## src/rtl/nibble_pkg.sv

```systemverilog
// -----------------------------------------------------------------------------
// nibble_pkg
// Shared types and constants for the nibble pair packer.
//   NIBBLE_W / BYTE_W : data widths of the input and output streams
//   PAD_NIBBLE        : value used to fill the low half of a flushed byte
//   state_e           : packer FSM states (S_HI = waiting for high nibble,
//                       S_LO = high nibble held, waiting for low nibble)
//   fifo_entry_t      : one output FIFO entry {pad flag, byte}
// -----------------------------------------------------------------------------
package nibble_pkg;

  localparam int NIBBLE_W = 4;
  localparam int BYTE_W   = 8;

  localparam logic [NIBBLE_W-1:0] PAD_NIBBLE = 4'h0;

  typedef enum logic {
    S_HI = 1'b0,
    S_LO = 1'b1
  } state_e;

  typedef struct packed {
    logic              pad;
    logic [BYTE_W-1:0] data;
  } fifo_entry_t;

  localparam int ENTRY_W = $bits(fifo_entry_t);

  // Build a FIFO entry from a high/low nibble pair.
  function automatic fifo_entry_t make_entry(input logic [NIBBLE_W-1:0] hi,
                                             input logic [NIBBLE_W-1:0] lo,
                                             input logic                pad);
    fifo_entry_t e;
    e.pad  = pad;
    e.data = {hi, lo};
    return e;
  endfunction

endpackage

```

## src/rtl/sync_fifo.sv

```systemverilog
// -----------------------------------------------------------------------------
// sync_fifo
// Single-clock first-in first-out buffer with an occupancy counter.
//   clk        : rising-edge clock
//   rst_n      : synchronous active-low reset (empties the FIFO)
//   push       : write push_data (ignored when full)
//   push_data  : entry to write
//   pop        : discard the head entry (ignored when empty)
//   head_data  : current head entry (meaningful only when !empty)
//   full/empty : derived from the occupancy counter
// DEPTH must be a power of two, minimum 2, so pointers wrap naturally.
// -----------------------------------------------------------------------------
module sync_fifo #(
  parameter int WIDTH = 9,
  parameter int DEPTH = 4
) (
  input  logic             clk,
  input  logic             rst_n,
  input  logic             push,
  input  logic [WIDTH-1:0] push_data,
  input  logic             pop,
  output logic [WIDTH-1:0] head_data,
  output logic             full,
  output logic             empty
);

  localparam int AW = (DEPTH > 1) ? $clog2(DEPTH) : 1;

  localparam logic [AW:0]   CNT_ONE  = (AW+1)'(1);
  localparam logic [AW:0]   CNT_FULL = (AW+1)'(DEPTH);
  localparam logic [AW-1:0] PTR_ONE  = AW'(1);

  // Storage is a plain array so it can map onto distributed RAM; it is not
  // reset because its contents are only observed through the head while
  // the FIFO is non-empty.
  logic [WIDTH-1:0] mem_q [DEPTH];

  logic [AW-1:0] wr_ptr_q, wr_ptr_d;
  logic [AW-1:0] rd_ptr_q, rd_ptr_d;
  logic [AW:0]   cnt_q,    cnt_d;

  logic do_push;
  logic do_pop;

  assign full      = (cnt_q == CNT_FULL);
  assign empty     = (cnt_q == '0);
  assign do_push   = push & ~full;
  assign do_pop    = pop  & ~empty;
  assign head_data = mem_q[rd_ptr_q];

  always_comb begin
    wr_ptr_d = wr_ptr_q;
    rd_ptr_d = rd_ptr_q;
    cnt_d    = cnt_q;
    if (do_push) begin
      wr_ptr_d = wr_ptr_q + PTR_ONE;
    end
    if (do_pop) begin
      rd_ptr_d = rd_ptr_q + PTR_ONE;
    end
    // Simultaneous push and pop leaves the occupancy unchanged.
    case ({do_push, do_pop})
      2'b10:   cnt_d = cnt_q + CNT_ONE;
      2'b01:   cnt_d = cnt_q - CNT_ONE;
      default: cnt_d = cnt_q;
    endcase
  end

  always_ff @(posedge clk) begin
    if (do_push) begin
      mem_q[wr_ptr_q] <= push_data;
    end
  end

  always_ff @(posedge clk) begin
    if (!rst_n) begin
      wr_ptr_q <= '0;
      rd_ptr_q <= '0;
      cnt_q    <= '0;
    end else begin
      wr_ptr_q <= wr_ptr_d;
      rd_ptr_q <= rd_ptr_d;
      cnt_q    <= cnt_d;
    end
  end

endmodule

```

## src/rtl/nibble_pair_packer.sv

```systemverilog
// -----------------------------------------------------------------------------
// nibble_pair_packer
// Assembles bytes from a valid/ready stream of nibbles and buffers them in a
// small FIFO toward a byte-wide valid/ready consumer.
//   clk, rst_n            : clock, synchronous active-low reset
//   in_valid/in_ready     : input handshake (in_ready = FIFO not full)
//   in_nibble             : data nibble
//   in_last               : last nibble of a packet; flushes a lone high nibble
//   mode                  : 0 = concat two nibbles, 1 = replicate one nibble
//   out_valid/out_ready   : output handshake on the FIFO head
//   out_byte, out_pad     : head byte and "low nibble is padding" flag
//   byte_count            : number of bytes popped, wraps silently
// -----------------------------------------------------------------------------
module nibble_pair_packer
  import nibble_pkg::*;
#(
  parameter int FIFO_DEPTH = 4,
  parameter int CNT_W      = 16
) (
  input  logic                clk,
  input  logic                rst_n,
  input  logic                in_valid,
  output logic                in_ready,
  input  logic [NIBBLE_W-1:0] in_nibble,
  input  logic                in_last,
  input  logic                mode,
  output logic                out_valid,
  input  logic                out_ready,
  output logic [BYTE_W-1:0]   out_byte,
  output logic                out_pad,
  output logic [CNT_W-1:0]    byte_count
);

  localparam logic [CNT_W-1:0] CNT_ONE = CNT_W'(1);

  state_e              state_q, state_d;
  logic [NIBBLE_W-1:0] hi_q, hi_d;
  logic [CNT_W-1:0]    byte_count_q, byte_count_d;

  logic        accept;
  logic        push;
  logic        pop;
  logic        fifo_full;
  logic        fifo_empty;
  fifo_entry_t push_entry;
  fifo_entry_t head_entry;

  // in_ready depends only on registered FIFO occupancy, so there is no
  // combinational path from out_ready back to the producer.
  assign in_ready  = ~fifo_full;
  assign accept    = in_valid & in_ready;
  assign out_valid = ~fifo_empty;
  assign pop       = out_valid & out_ready;

  // Head is forced to zero when empty so the outputs read clean after reset.
  assign out_byte   = fifo_empty ? '0   : head_entry.data;
  assign out_pad    = fifo_empty ? 1'b0 : head_entry.pad;
  assign byte_count = byte_count_q;

  always_comb begin
    state_d    = state_q;
    hi_d       = hi_q;
    push       = 1'b0;
    push_entry = '0;
    if (accept) begin
      case (state_q)
        S_HI: begin
          if (mode) begin
            push       = 1'b1;
            push_entry = make_entry(in_nibble, in_nibble, 1'b0);
          end else if (in_last) begin
            push       = 1'b1;
            push_entry = make_entry(in_nibble, PAD_NIBBLE, 1'b1);
          end else begin
            hi_d    = in_nibble;
            state_d = S_LO;
          end
        end
        S_LO: begin
          // A held high nibble only exists in concat mode, so the current
          // mode input is irrelevant here.
          push       = 1'b1;
          push_entry = make_entry(hi_q, in_nibble, 1'b0);
          hi_d       = PAD_NIBBLE;
          state_d    = S_HI;
        end
        default: begin
          state_d = S_HI;
        end
      endcase
    end
  end

  always_comb begin
    byte_count_d = byte_count_q;
    if (pop) begin
      byte_count_d = byte_count_q + CNT_ONE;
    end
  end

  always_ff @(posedge clk) begin
    if (!rst_n) begin
      state_q      <= S_HI;
      hi_q         <= PAD_NIBBLE;
      byte_count_q <= '0;
    end else begin
      state_q      <= state_d;
      hi_q         <= hi_d;
      byte_count_q <= byte_count_d;
    end
  end

  sync_fifo #(
    .WIDTH (ENTRY_W),
    .DEPTH (FIFO_DEPTH)
  ) u_fifo (
    .clk       (clk),
    .rst_n     (rst_n),
    .push      (push),
    .push_data (push_entry),
    .pop       (pop),
    .head_data (head_entry),
    .full      (fifo_full),
    .empty     (fifo_empty)
  );

endmodule
```

## config.mk

```make
export PLATFORM = sky130hd
export DESIGN_NAME = nibble_pair_packer
export DESIGN_NICKNAME = d
export VERILOG_FILES = /design/src/rtl/nibble_pkg.sv /design/src/rtl/sync_fifo.sv /design/src/rtl/nibble_pair_packer.sv
export SDC_FILE = /design/constraint.sdc
export NUM_CORES = 1
export LEC_CHECK = 0
export CAP_MARGIN = 25
export CELL_PAD_IN_SITES_DETAIL_PLACEMENT = 1
export CELL_PAD_IN_SITES_GLOBAL_PLACEMENT = 1
export CORE_UTILIZATION = 35
export CTS_CLUSTER_DIAMETER = 60
export DETAILED_ROUTE_END_ITERATION = 16
export GPL_ROUTABILITY_DRIVEN = 0
export HOLD_SLACK_MARGIN = 0.02
export PLACE_DENSITY = 0.76
export SLEW_MARGIN = 0
export SYNTH_ARGS = -nofsm -noshare
export SYNTH_HDL_FRONTEND = slang
export SYNTH_SLANG_ARGS = --single-unit
export TNS_END_PERCENT = 30
```

## constraint.sdc

```tcl
create_clock -name clk -period 4.9 [get_ports clk]
set_input_delay 0.735 -clock clk [delete_from_list [all_inputs] [get_ports clk]]
set_output_delay 0.735 -clock clk [all_outputs]
set_load 0.02 [all_outputs]
```

==> flow_summary.toml <==
[outcome]
status = "finished, final reports clean"

[worst_setup_path]
crit_path_start_kind = "register"
path_max_fanout = 9
crit_chain = "mux4_2, and2_1, clkdlybuf4s50_1"
cp.arrival_ns = 2.35
reg2regPathDepth = 10
cpPeakStageDelay_ns = 0.72
crit_required_ns = 4.16
crit_slowest_cell = "dfxtp_1"
crit_path_end_kind = "output pin"
path_class = "reg -> out"

[clock_tree]
cts_hold_buf = 0
cts_tree = "done"
h-tree-depth = 3
cts_setup_buffers = 0
cts-resized-gates = 0
cts_buffer_depth = 2
numCtsBuffers = 9
cts-root-buf = "clkbuf_8"
clkLatencyLatePin_ns = 0.33
cts.sinks = 66
path_clk_slew_ns = 0.07

[finish]
final_cell_mix = "36 x clkdlybuf4s50_1, 36 x edfxtp_1, 30 x nor2_1, 30 x dfxtp_1, 17 x and2_1"
num_antenna_cells = 0
drive_gt1_frac = 0.122
synthToLayoutAreaGrowth_pct = 24.0
final_net_count = 283
final_util = 0.449

[global_route]
antenna_found_initial = 0
grtUsageTotal = 0.153
grt_start_max_net_pins = 30
grt_overflow = 0
first_global_vias = 2008
grt_pass1_wl_um = 9800

[route]
dr_total_vias = 1880
antenna_left = 0
routedWlPerCell_um = 15.8
via_per_inst = 5.04
drt_iter0_drc = 85
finalWirelength_um = 5910
drc_errors = 0
dr.pass1.iters = 4

[timing]
hold_ws_ns = 0.489
period_minus_slack_ns = 3.09
grt_setup_unrepaired = "false"
finalMaxSlewViolations = 0
finalHoldViolations = 0
min_period_over_period = 0.630
slew_headroom = 0.392
fin_worst_skew_ns = 0.00445
worstMarginPinSlew_ns = 0.911
fmax_mhz = 324
tns_ns = 0
setup_viol = 0

[logic_synthesis]
synth_edf_count = 36
synthFlopType = "edfxtp_1"
netlist_area_um2 = 2820
ys_seq_elements = 66
ys_async_sr_fraction = 0
synth_nets = 244
yosysWarnings = 0
synth.distinct_cells = 34
synth.avg_cell_area_um2 = 12.4
synth_seq_area_share = 0.597
synth_cells = 227

[pwr]
leakage_nw = 1.20
pwr_density_cell_nw_per_um2 = 479
finalPower_mw = 1.67
ir_worst_vdd_v = 0.000180

[die]
initial_core_util = 0.362
io_pins = 37
core_um2 = 7770
row_count = 32
die_h_um = 91.7
fp.dieArea_um2 = 8410
fp.dieW_um = 91.7

[place]
hpwl_um = 4150
port_buffers = 36

[job]
drv_cap = 0

[hold_path]
hp-class = "reg -> reg"
holdPathStages = 2
==> per-stage QoR <==
step	setup WS, ns	std cells	area, um^2
CTS	1.76	373	3490
global route	1.68	373	3490
global placement	1.96	357	3270
detailed placement	1.88	357	3270
finish	1.81	373	3490
floorplan	2.41	227	2820
==> worst max-delay path, delay by kind of cell, from the launching register on <==
| family | cells | cell delay [ns] |
|---|---|---|
| muxes | 1 | 0.60 |
| and+or+nand+nor | 1 | 0.17 |
| buffers and inverters | 1 | 0.53 |
| DFF | 1 | 0.72 |
==> cell usage after synthesis, types with 3 or more instances <==
cell | instances | area, um^2
a21oi_1 | 14 | 70.1
a22oi_1 | 4 | 30.0
and2_1 | 17 | 106
and3_1 | 3 | 18.8
clkbuf_1 | 6 | 22.5
dfxtp_1 | 30 | 601
edfxtp_1 | 36 | 1080
ha_1 | 6 | 75.1
inv_1 | 8 | 30.0
mux4_2 | 9 | 203
nand2_1 | 8 | 30.0
nand3_1 | 5 | 25.0
nand4_1 | 3 | 18.8
nor2_1 | 30 | 113
nor3b_1 | 4 | 30.0
o21ai_0 | 6 | 30.0
or3_1 | 3 | 18.8
or3_2 | 4 | 30.0
or4_1 | 3 | 22.5
xnor2_1 | 4 | 35.0
xor2_1 | 8 | 70.1
==> sequential cells by signal, indices dropped and copies added, names as in the netlist, named ones only <==
name,cells
u_fifo.cnt_q,3
state_q,1
u_fifo.rd_ptr_q,2
byte_count,16
hi_q,4
u_fifo.wr_ptr_q,2
u_fifo.mem_q,36
==> per-layer routing <==
layer | wire (um) | part of all wire | vias to the layer above | track usage
met5 | 0 | 0 | - | 0
met4 | 87 | 0.015 | 0 | 0.0556
met3 | 231 | 0.039 | 10 | 0.0323
met2 | 3010 | 0.51 | 41 | 0.274
met1 | 2580 | 0.44 | 927 | 0.180
li1 | - | - | 902 | -
==> power by group <==
group	internal [mW]	switching (mW)	total [mW]
combinational	0.237	0.231	0.468
clock	0.285	0.212	0.498
sequential	0.645	0.0596	0.704
total	1.17	0.503	1.67
==> area by class of cell <==
type / count / area (um^2)
Clock buffer: 9 / 124
Clock inverter: 7 / 93.8
Fill cell: 837 / 4280
Inverter: 8 / 30.0
Multi-Input combinational cell: 145 / 1070
Sequential cell: 66 / 1680
Tap cell: 102 / 128
Timing Repair Buffer: 36 / 360
==> cell families (layout without fill, tap and decap cells) <==
family,count (synthesis),after routing,share of synthesized area
xor+xnor,12,12,0.0373
flops,66,66,0.597
mux,11,11,0.0791
fa+ha+maj,7,7,0.0338
buf+inv,16,60,0.0218
simple gates,85,85,0.166
compound gates,30,30,0.0644
==> path summary, 6_finish.rpt <==
kind | startpoint | to | slack [ns]
setup / recovery | register | out_byte[7] | 1.81
hold / removal | byte_count[15] | byte_count[15] | 0.49
setup reg to reg | u_fifo.cnt_q[2] | u_fifo.cnt_q[2] | 2.25
hold reg to reg | byte_count[15] | byte_count[15] | 0.49
No activity file was read; power rests on OpenSTA's default activity.
